$ cat config.mk
export PLATFORM = sky130hd
export DESIGN_NAME = ps2_input
export DESIGN_NICKNAME = d
export VERILOG_FILES = /design/src/rtl/ps2_pkg.sv /design/src/rtl/ps2_keymap.sv /design/src/rtl/ps2_input.sv
export SDC_FILE = /design/constraint.sdc
export NUM_CORES = 1
export LEC_CHECK = 0
export CORE_ASPECT_RATIO = 0.9
export CORE_UTILIZATION = 43
export CTS_CLUSTER_SIZE = 8
export DETAILED_ROUTE_END_ITERATION = 10
export SLEW_MARGIN = 20
export SYNTH_ARGS = -nofsm -noshare
export SYNTH_HDL_FRONTEND = slang
export SYNTH_HIERARCHICAL = 1
export SYNTH_SLANG_ARGS = --single-unit
$ cat constraint.sdc
create_clock -name CLK -period 5.5 [get_ports CLK]
set_clock_uncertainty 0.05 [all_clocks]
set_input_delay 1.65 -clock CLK [delete_from_list [all_inputs] [get_ports CLK]]
set_output_delay 1.65 -clock CLK [all_outputs]
set_load 0.01 [all_outputs]
$ cat src/rtl/ps2_pkg.sv
`default_nettype none
// +----------------------------------------------------------------------+
// | ps2_pkg                                                              |
// | Shared scan-code constants, controller codes and receive-state enum. |
// | Revision: 1.0                                                        |
// +----------------------------------------------------------------------+
package ps2_pkg;

    localparam logic [7:0] SC_E0     = 8'hE0;
    localparam logic [7:0] SC_F0     = 8'hF0;
    localparam logic [7:0] SC_LSHIFT = 8'h12;
    localparam logic [7:0] SC_RSHIFT = 8'h59;

    localparam logic [7:0] BTN_RIGHT = 8'hFE;
    localparam logic [7:0] BTN_LEFT  = 8'hFD;
    localparam logic [7:0] BTN_DOWN  = 8'hFB;
    localparam logic [7:0] BTN_UP    = 8'hF7;

    localparam logic [7:0] IDLE_BYTE = 8'hFF;

    typedef enum logic [1:0] {
        RX_IDLE   = 2'd0,
        RX_DATA   = 2'd1,
        RX_PARITY = 2'd2,
        RX_STOP   = 2'd3
    } rx_state_t;

endpackage
`default_nettype wire

$ cat src/rtl/ps2_keymap.sv
`default_nettype none
// +----------------------------------------------------------------------+
// | ps2_keymap                                                           |
// | Combinational scan-code to ASCII / controller-code ROM.              |
// | Revision: 1.0                                                        |
// +----------------------------------------------------------------------+
module ps2_keymap
    import ps2_pkg::*;
(
    input  logic       e0,
    input  logic       shift,
    input  logic [7:0] scan,
    output logic [7:0] code,
    output logic       valid
);

    // Each entry packs {unshifted, shifted}; zero marks an unmapped code.
    logic [15:0] w_pair;

    always_comb begin
        w_pair = 16'h0000;
        case (scan)
            8'h1C: w_pair = 16'h6141;  8'h32: w_pair = 16'h6242;
            8'h21: w_pair = 16'h6343;  8'h23: w_pair = 16'h6444;
            8'h24: w_pair = 16'h6545;  8'h2B: w_pair = 16'h6646;
            8'h34: w_pair = 16'h6747;  8'h33: w_pair = 16'h6848;
            8'h43: w_pair = 16'h6949;  8'h3B: w_pair = 16'h6A4A;
            8'h42: w_pair = 16'h6B4B;  8'h4B: w_pair = 16'h6C4C;
            8'h3A: w_pair = 16'h6D4D;  8'h31: w_pair = 16'h6E4E;
            8'h44: w_pair = 16'h6F4F;  8'h4D: w_pair = 16'h7050;
            8'h15: w_pair = 16'h7151;  8'h2D: w_pair = 16'h7252;
            8'h1B: w_pair = 16'h7353;  8'h2C: w_pair = 16'h7454;
            8'h3C: w_pair = 16'h7555;  8'h2A: w_pair = 16'h7656;
            8'h1D: w_pair = 16'h7757;  8'h22: w_pair = 16'h7858;
            8'h35: w_pair = 16'h7959;  8'h1A: w_pair = 16'h7A5A;
            8'h16: w_pair = 16'h3121;  8'h1E: w_pair = 16'h3240;
            8'h26: w_pair = 16'h3323;  8'h25: w_pair = 16'h3424;
            8'h2E: w_pair = 16'h3525;  8'h36: w_pair = 16'h365E;
            8'h3D: w_pair = 16'h3726;  8'h3E: w_pair = 16'h382A;
            8'h46: w_pair = 16'h3928;  8'h45: w_pair = 16'h3029;
            8'h29: w_pair = 16'h2020;  8'h5A: w_pair = 16'h0A0A;
            8'h66: w_pair = 16'h7F7F;  8'h76: w_pair = 16'h1B1B;
            default: w_pair = 16'h0000;
        endcase
    end

    always_comb begin
        code  = IDLE_BYTE;
        valid = 1'b0;
        if (e0) begin
            case (scan)
                8'h74: begin code = BTN_RIGHT; valid = 1'b1; end
                8'h6B: begin code = BTN_LEFT;  valid = 1'b1; end
                8'h72: begin code = BTN_DOWN;  valid = 1'b1; end
                8'h75: begin code = BTN_UP;    valid = 1'b1; end
                default: begin code = IDLE_BYTE; valid = 1'b0; end
            endcase
        end else if (w_pair != 16'h0000) begin
            code  = shift ? w_pair[7:0] : w_pair[15:8];
            valid = 1'b1;
        end
    end

endmodule
`default_nettype wire

$ cat src/rtl/ps2_input.sv
`default_nettype none
// +----------------------------------------------------------------------+
// | ps2_input                                                            |
// | PS/2 receiver, decoder and frame-hold logic producing the IN byte.   |
// | Revision: 1.0                                                        |
// +----------------------------------------------------------------------+
module ps2_input
    import ps2_pkg::*;
#(
    parameter int TIMEOUT_CYCLES = 6500,
    parameter int FILTER_LEN     = 4,
    parameter int MIN_FRAMES     = 2
) (
    input  logic       CLK,
    input  logic       RST,
    input  logic       KBCLK,
    input  logic       KBDTA,
    input  logic       VSYNC,
    output logic [7:0] IN_BYTE,
    output logic       KEY_VALID,
    output logic       FRAME_ERR
);

    localparam int FW = (FILTER_LEN > 1) ? $clog2(FILTER_LEN) : 1;
    localparam int TW = $clog2(TIMEOUT_CYCLES + 1);
    localparam int MW = (MIN_FRAMES > 0) ? $clog2(MIN_FRAMES + 1) : 1;

    logic [1:0]    r_kbclk_sync;
    logic [1:0]    r_kbdta_sync;
    logic [2:0]    r_vsync_sync;
    logic          r_kbclk_filt;
    logic [FW-1:0] r_filt_cnt;
    logic          w_filt_accept;
    logic          w_fall;
    logic          w_dta;
    logic          w_vs_fall;

    // Synchronisers idle high so reset never manufactures an edge.
    always_ff @(posedge CLK or posedge RST) begin
        if (RST) begin
            r_kbclk_sync <= 2'b11;
            r_kbdta_sync <= 2'b11;
            r_vsync_sync <= 3'b111;
            r_kbclk_filt <= 1'b1;
            r_filt_cnt   <= '0;
        end else begin
            r_kbclk_sync <= {r_kbclk_sync[0], KBCLK};
            r_kbdta_sync <= {r_kbdta_sync[0], KBDTA};
            r_vsync_sync <= {r_vsync_sync[1:0], VSYNC};
            if (r_kbclk_sync[1] == r_kbclk_filt) begin
                r_filt_cnt <= '0;
            end else if (w_filt_accept) begin
                r_kbclk_filt <= r_kbclk_sync[1];
                r_filt_cnt   <= '0;
            end else begin
                r_filt_cnt <= r_filt_cnt + 1'b1;
            end
        end
    end

    assign w_filt_accept = (r_filt_cnt == FW'(FILTER_LEN - 1));
    assign w_fall        = r_kbclk_filt && !r_kbclk_sync[1] && w_filt_accept;
    assign w_dta         = r_kbdta_sync[1];
    assign w_vs_fall     = r_vsync_sync[2] && !r_vsync_sync[1];

    rx_state_t     r_state;
    logic [2:0]    r_bitcnt;
    logic [7:0]    r_shreg;
    logic          r_par_ok;
    logic [TW-1:0] r_tmo;
    logic          r_scan_vld;
    logic [7:0]    r_scan;

    always_ff @(posedge CLK or posedge RST) begin
        if (RST) begin
            r_state    <= RX_IDLE;
            r_bitcnt   <= 3'd0;
            r_shreg    <= 8'h00;
            r_par_ok   <= 1'b0;
            r_tmo      <= '0;
            r_scan_vld <= 1'b0;
            r_scan     <= 8'h00;
            FRAME_ERR  <= 1'b0;
        end else begin
            FRAME_ERR  <= 1'b0;
            r_scan_vld <= 1'b0;
            if (r_state == RX_IDLE || w_fall) begin
                r_tmo <= '0;
            end else begin
                r_tmo <= r_tmo + 1'b1;
            end

            if (r_state != RX_IDLE && !w_fall && r_tmo == TW'(TIMEOUT_CYCLES - 1)) begin
                r_state   <= RX_IDLE;
                FRAME_ERR <= 1'b1;
            end else if (w_fall) begin
                case (r_state)
                    RX_IDLE: begin
                        if (w_dta) begin
                            FRAME_ERR <= 1'b1;
                        end else begin
                            r_state  <= RX_DATA;
                            r_bitcnt <= 3'd0;
                        end
                    end
                    RX_DATA: begin
                        r_shreg  <= {w_dta, r_shreg[7:1]};
                        r_bitcnt <= r_bitcnt + 3'd1;
                        if (r_bitcnt == 3'd7) begin
                            r_state <= RX_PARITY;
                        end
                    end
                    RX_PARITY: begin
                        r_par_ok <= ^{r_shreg, w_dta};
                        r_state  <= RX_STOP;
                    end
                    RX_STOP: begin
                        r_state <= RX_IDLE;
                        if (w_dta && r_par_ok) begin
                            r_scan     <= r_shreg;
                            r_scan_vld <= 1'b1;
                        end else begin
                            FRAME_ERR <= 1'b1;
                        end
                    end
                    default: r_state <= RX_IDLE;
                endcase
            end
        end
    end

    logic          r_e0;
    logic          r_f0;
    logic          r_lshift;
    logic          r_rshift;
    logic          r_held_act;
    logic [8:0]    r_held_sc;
    logic [MW-1:0] r_frames_left;
    logic          r_release_pend;
    logic [7:0]    w_code;
    logic          w_mapped;
    logic          w_is_held;

    ps2_keymap u_keymap (
        .e0    (r_e0),
        .shift (r_lshift | r_rshift),
        .scan  (r_scan),
        .code  (w_code),
        .valid (w_mapped)
    );

    assign w_is_held = r_held_act && (r_held_sc == {r_e0, r_scan});

    // Later assignments win: a fresh make overrides a same-cycle release.
    always_ff @(posedge CLK or posedge RST) begin
        if (RST) begin
            r_e0           <= 1'b0;
            r_f0           <= 1'b0;
            r_lshift       <= 1'b0;
            r_rshift       <= 1'b0;
            r_held_act     <= 1'b0;
            r_held_sc      <= 9'h000;
            r_frames_left  <= '0;
            r_release_pend <= 1'b0;
            IN_BYTE        <= IDLE_BYTE;
            KEY_VALID      <= 1'b0;
        end else begin
            if (w_vs_fall && r_frames_left != '0) begin
                r_frames_left <= r_frames_left - 1'b1;
            end
            if (r_release_pend && r_frames_left == '0) begin
                IN_BYTE        <= IDLE_BYTE;
                KEY_VALID      <= 1'b0;
                r_release_pend <= 1'b0;
                r_held_act     <= 1'b0;
            end
            if (r_scan_vld) begin
                if (r_scan == SC_E0) begin
                    r_e0 <= 1'b1;
                end else if (r_scan == SC_F0) begin
                    r_f0 <= 1'b1;
                end else begin
                    r_e0 <= 1'b0;
                    r_f0 <= 1'b0;
                    if (r_scan == SC_LSHIFT) r_lshift <= ~r_f0;
                    if (r_scan == SC_RSHIFT) r_rshift <= ~r_f0;
                    if (!r_f0) begin
                        if (w_mapped) begin
                            if (w_is_held) begin
                                r_release_pend <= 1'b0;
                            end else begin
                                IN_BYTE        <= w_code;
                                KEY_VALID      <= (w_code != IDLE_BYTE);
                                r_held_sc      <= {r_e0, r_scan};
                                r_held_act     <= 1'b1;
                                r_frames_left  <= MW'(MIN_FRAMES);
                                r_release_pend <= 1'b0;
                            end
                        end
                    end else if (w_is_held) begin
                        r_release_pend <= 1'b1;
                    end
                end
            end
        end
    end

endmodule
`default_nettype wire

==> metrics.md, run 1 <==
| Metric | Value |
|---|---|
| Outcome | complete, no violations |
| Compound-gate portion of the synthesized area | 17.1% |
| Total Negative Setup Slacks | 0 ns |
| Hold Path Class | reg -> reg |
| Largest family of logic cells by synthesized area | simple AND/OR/NAND/NOR gates |
| Slew headroom | 37.5% |
| Filler Cell Count | 1071 |
| Port Buffer Count | 14 |
| Top cells by area, synth | dfrtp_1, dfstp_2, mux2_2 |
| Worst-Margin Slew | 0.938 ns |
| Htree depth | 3 |
| Worst hold endpoint | r_kbclk_sync[1] |
| HP Start | r_kbclk_sync[0] |
| Average size of a mapped cell | 9.54 sq um |
| Final Hold Viols | 0 |
| WL met3 | 808 um |
| Die area | 12200 sq um |
| Post-route antenna net violation count | 0 |
| Post-Syn Nets | 552 |
| Routed length per placed instance | 17.0 um |
| Via/cell ratio | 5.82 |
| Root Driver | clkbuf_16 |
| Initial antenna violation count | 0 |
| Top cells by count, synth | dfrtp_1, nand2_1, nor2_1, a21oi_1, mux2_2 |
| Sequential area share after synthesis | 36.5% |
| Largest net degree at the start of global routing | 50 |
| Total leakage power | 2.33 nW |
| Area of the multi-input gates | 2940 sq um |
| Final slew viol count | 0 |
| Critical-path maximum fanout | 17 |
| Hold slack | 0.304 ns |
| Fmax | 0.212 GHz |
| Gr usage total | 20.6% |
| Power density over the cells | 244 nW/um^2 |
| Simple-gate share of the synthesized area | 19.9% |
| Period Utilization, post-route | 85.9% |
| Cells after Synth | 530 |
| Number of synthesized flops with an enable pin | 0 |
| Count leader, synth | dfrtp_1 |
| Worst Reg-to-Reg Cells | 12 |
| Setup crit start kind | flop |
| Post-synthesis cell area | 5050 sq um |
| RSZ-0062 raised after global routing | no |
| Minimum clock period | 4.72 ns |
| Remaining DRCs | 0 |
| # Post-CTS Setup Buffers | 0 |
| CTS Hold Bufs | 0 |
| Post-synthesis async set-or-reset flop share | 100% |
| Area of all placed cells without fillers | 5660 sq um |
| Clock sink total | 73 |
| #FFs+latches synth | 73 |
| Initial DRC count | 497 |
| Num rows | 37 |
| TritonCTS Buffers | 9 |
| R2R Path Start | r_scan[0] |
| Width of the die | 116 um |
| Share of layout cells above drive strength 1 | 17.8% |
| Yosys warns | 6 |
| Met2 Wirelength | 5150 um |
| Clock transition at path regs | 0.06 ns |
| Placed Instance Area | 5290 sq um |
| Sequential cell area | 1850 sq um |
| First-pass GRT wire length | 19600 um |
| Setup slack, reg-to-reg | 0.78 ns |
| Total core area | 11400 sq um |
| Cell variety after synth | 77 |
| Setup ws final | 0.776 ns |
| CTS tree | yes |
| Routed wire length | 11900 um |
| Crit. End Element | flop |
| Layout Nets | 557 |
| Place WS | 0.909 ns |
| Post_cts resized | 0 |
| Main synth FF type | dfrtp_1 |
| Max-Cap Viols | 0 |
| Post-Synth Adder-Cell Area | 4.21% |
| Worst Path Required | 5.67 ns |
| Synth area leader | dfrtp_1 |
| Met1 WL | 5740 um |
| Die Ht | 105 um |
| Post-synthesis xor/xnor area fraction | 4.95% |
| Crit Path Category | reg -> reg |
| Global route total overflow | 0 |
| Clock Latency Late Sink | 0.34 ns |
| Maximum VDD drop | 0.162 mV |
| Final setup fails | 0 |
| Reg2reg end | r_held_sc[1] |
| Initial Util | 44.2% |
| Area grow syn2layout | 11.9% |
| Longest Clk Path Bufs | 2 |
| DR top layer | met4 |
| Routability cong. | 0.943 |
| Pre-Repair DR Iteration Count | 8 |
| Number of global-route vias before repair | 3888 |
| Worst Path Arrival | 4.89 ns |
| Via count | 4051 |
| Post-synthesis mux area share | 11.9% |
| Pwr Total | 0.00138 W |
| Hold depth | 0 |
| Yosys top cell area share | 28.2% |
| Io pins | 15 |
| DP HPWL | 8240 um |
| # diodes | 0 |
stage by stage:
stage,instances,utilization (%)
floorplan,530,-
global placement,680,46.3
detailed placement,680,46.3
CTS,696,49.5
global route,696,49.5
finish,696,49.5
critical path, cell delays in order (launching register included):
cell and delay, ns:
dfrtp_1 0.58, inv_1 0.23, ha_1 0.60, nand3b_1 0.14
a211oi_1 0.65, a31oi_1 0.23, a2111oi_0 0.48, or3_1 0.20
or4_1 0.12, a2bb2oi_1 0.19, o2111a_1 0.49, o31ai_4 0.30
mux2_2 0.34
layer usage:
metal,vias to the layer above,track usage [%]
met5,-,0
met1,1957,30.7
met4,0,7.42
met3,15,5.22
li1,1946,-
met2,133,28.5
cells by family after synthesis:
| group | Yosys count |
|---|---|
| XOR/XNOR | 27 |
| buffers and inverters | 55 |
| flip-flops | 73 |
| multiplexers | 52 |
| adder cells (fa/ha/maj) | 17 |
| AND/OR/NAND/NOR | 185 |
| AO/OA/AOI/OAI | 121 |
cell type report:
type                    instances  area share [%]
flip-flops and latches         73            32.7
clock inverters                 7            2.52
well taps                     156            3.45
repair buffers                 24            3.80
clock buffers                   9            3.98
inverters                      25            1.66
multi-input cells             402            51.9
sequential cells by signal, summed over array words and instances, names as in the netlist, 2 cells and up:
register	count
r_tmo	13
r_filt_cnt	2
r_held_sc	9
r_kbdta_sync	2
IN_BYTE	8
r_frames_left	2
r_kbclk_sync	2
r_state	2
r_shreg	8
r_vsync_sync	3
r_scan	8
r_bitcnt	3
cell usage in the layout, fill, tap and decap left out, types with 9 or more instances in the layout:
cell | netlist | layout
dfrtp_1 | 57 | 56
mux2i_1 | 12 | 12
nand2b_1 | 16 | 16
a21oi_1 | 33 | 33
nand3_1 | 17 | 17
clkdlybuf4s50_1 | 0 | 14
xnor2_1 | 21 | 21
nor2_1 | 36 | 36
nand2_1 | 38 | 38
mux2_2 | 32 | 32
clkbuf_16 | 0 | 9
ha_1 | 17 | 17
dfstp_2 | 16 | 16
buf_4 | 3 | 10
o21ai_0 | 17 | 17
nor2b_1 | 14 | 14
inv_1 | 23 | 22
nand4_1 | 9 | 9
worst max-delay path by stage:
stage | start | end
6_report | r_scan[0] | r_held_sc[1]
5_1_grt | r_scan[0] | r_held_sc[1]
4_1_cts | r_scan[0] | r_held_sc[1]
3_5_place_dp | r_scan[0] | r_held_sc[1]
3_3_place_gp | r_scan[0] | r_held_sc[1]
2_1_floorplan | r_scan[1] | IN_BYTE[1]
power by group:
part | total (W) | switching (W) | internal, W
logic | 0.0000914 | 0.0000588 | 0.0000326
clock network | 0.000713 | 0.000224 | 0.000489
registers | 0.000576 | 0.0000136 | 0.000562
(Power assumes the default switching activity.)
==> inputs of run 2 (changes only) <==
Clock period 5.5 ns to 4.2 ns, I/O delays scaled along.
==> run 2 against run 1 <==
Compared with the run above:
- register-to-register slack got worse by 0.54 ns
- core utilization increased by 1.8 points
- critical endpoint unchanged
- total power increased by 25%
- final cell count increased by 3.9%
- critical path depth increased by 1
- critical path type unchanged
- sequential cell count unchanged
==> metrics.md, run 2 (synthesis results as in run 1) <==
| Metric | Value |
|---|---|
| Crit Path Category | reg -> reg |
| Met1 usage | 33.2% |
| Non-filler cells, final | 723 |
| Routed length per placed instance | 18.0 um |
| Maximum VDD drop | 0.188 mV |
| GRT busiest layer | met1 |
| Commonest non-fill, non-tap cells in the layout | dfrtp_1, nand2_1, nor2_1 |
| GR Util met2 | 32.5% |
| Post-layout util | 51.3% |
| CTS Hold Bufs | 0 |
| Die Ht | 105 um |
| # Post-CTS Setup Buffers | 0 |
| Reg with most FFs | r_tmo |
| Sequential cell area | 1850 sq um |
| Worst Path Buf+Inv | 2 |
| Critical-path maximum fanout | 14 |
| Area of the multi-input gates | 2940 sq um |
| Dpl cells | 707 |
| TritonCTS Buffers | 9 |
| Via/cell ratio | 5.98 |
| Top Registers | r_tmo: 13 flops, r_held_sc: 9 flops |
| Slew headroom | 44.0% |
| Crit. End Element | flop |
| Gr usage total | 23.1% |
| CP peak stage delay | 0.43 ns |
| Setup crit start kind | flop |
| Worst-path cell with the longest stage delay | o311ai_0 |
| Worst-Margin Slew | 0.841 ns |
| Root Driver | clkbuf_16 |
| Share of layout cells above drive strength 1 | 21.9% |
| Outcome | complete, no violations |
| Filler Cell Count | 1045 |
| Critical path cell sequence | inv_1 -> ha_2 -> nor2b_1 -> buf_4 -> nor2b_1 -> o311ai_0 -> o21ai_0 -> o2111ai_1 -> or4_1 -> a2bb2oi_1 -> o2111a_1 -> o31ai_4 -> mux2_2 |
| Total leakage power | 2.47 nW |
| Area grow syn2layout | 16.0% |
| Htree depth | 3 |
| Routability cong. | 0.962 |
| Area of all placed cells without fillers | 5860 sq um |
| Final slew viol count | 0 |
| Die area | 12200 sq um |
| Worst Path Arrival | 4.13 ns |
| Most common cell after layout, fill and taps aside | dfrtp_1 |
| Via count | 4327 |
| Power density over the cells | 294 nW/um^2 |
| Post-route antenna net violation count | 0 |
| Hold Path Class | reg -> reg |
| Fmax | 0.253 GHz |
| Port Buffer Count | 14 |
| Max reg flops | 13 |
| Hold slack | 0.305 ns |
| First-pass GRT wire length | 21900 um |
| Remaining DRCs | 0 |
| Longest Clk Path Bufs | 2 |
| Minimum clock period | 3.96 ns |
| DP HPWL | 9290 um |
| Max-Cap Viols | 0 |
| Period Utilization, post-route | 94.3% |
| Largest net degree at the start of global routing | 74 |
| Clock Latency Late Sink | 0.33 ns |
| Placed Instance Area | 5520 sq um |
| Clock transition at path regs | 0.05 ns |
| CTS tree | yes |
| Total core area | 11400 sq um |
| Initial Util | 44.2% |
| Final setup fails | 0 |
| Initial DRC count | 456 |
| Most used cell, CP | nor2b_1 |
| Clock sink total | 73 |
| Global route total overflow | 0 |
| Layout Nets | 584 |
| Final Hold Viols | 0 |
| Delay-heaviest family, CP | compound AO/OA/AOI/OAI gates |
| RSZ-0062 raised after global routing | no |
| Total Negative Setup Slacks | 0 ns |
| Routed wire length | 13000 um |
| Post_cts resized | 0 |
| Io pins | 15 |
| Pre-Repair DR Iteration Count | 5 |
| Number of global-route vias before repair | 4262 |
| Global-route met3 utilization | 7.66% |
| Initial antenna violation count | 0 |
| Num rows | 37 |
| # diodes | 0 |
| Width of the die | 116 um |
| Worst Path Required | 4.37 ns |
-- run 2: cell count changes in the layout (fill, tap and decap cells not counted) --
cell       change
a2111oi_1      +1
ha_1           -1
ha_2           +1
a2111oi_0      -1
bufinv_16      -2
buf_4         +25
clkbuf_8       +3
buf_12         +2
clkinv_4       -1
-- run 2: per-layer routing --
layer | vias to the layer above | wire length [um] | share of wire [%]
met5 | - | 0 | 0
met4 | 0 | 210 | 1.6
met3 | 21 | 1150 | 8.9
met2 | 200 | 5650 | 43
met1 | 2112 | 5990 | 46
li1 | 1994 | - | -
-- run 2: path summary, 6_finish.rpt --
kind,from,end,cells after the start,slack (ns)
max,r_scan[0],r_held_sc[1],13,0.24
min,r_kbclk_sync[0],r_kbclk_sync[1],0,0.31
max reg2reg,r_scan[0],r_held_sc[1],13,0.24
min reg2reg,r_kbclk_sync[0],r_kbclk_sync[1],0,0.31
max in group asynchronous,RST,r_kbdta_sync[1],3,2.47
min in group asynchronous,RST,r_tmo[8],3,1.28
-- run 2: cell type report --
cell class,count,share of cell area (%)
inverters,25,1.60
repair buffers,51,7.56
clock buffers,12,4.55
multi-input cells,402,50.2
flip-flops and latches,73,31.5
clock inverters,4,1.26
well taps,156,3.33
-- run 2: stage by stage --
step           total power [W]  worst slack, ns
4_1_cts                0.00175            0.191
3_5_place_dp          0.000889            0.204
2_1_floorplan         0.000856           0.0343
6_report               0.00172            0.240
5_1_grt                0.00180           0.0443
3_3_place_gp          0.000884            0.278
-- run 2: report_power, final --
group          internal, W  switching, W  total [W]
registers         0.000736     0.0000182   0.000755
clock network     0.000568      0.000281   0.000849
logic            0.0000439     0.0000770   0.000121
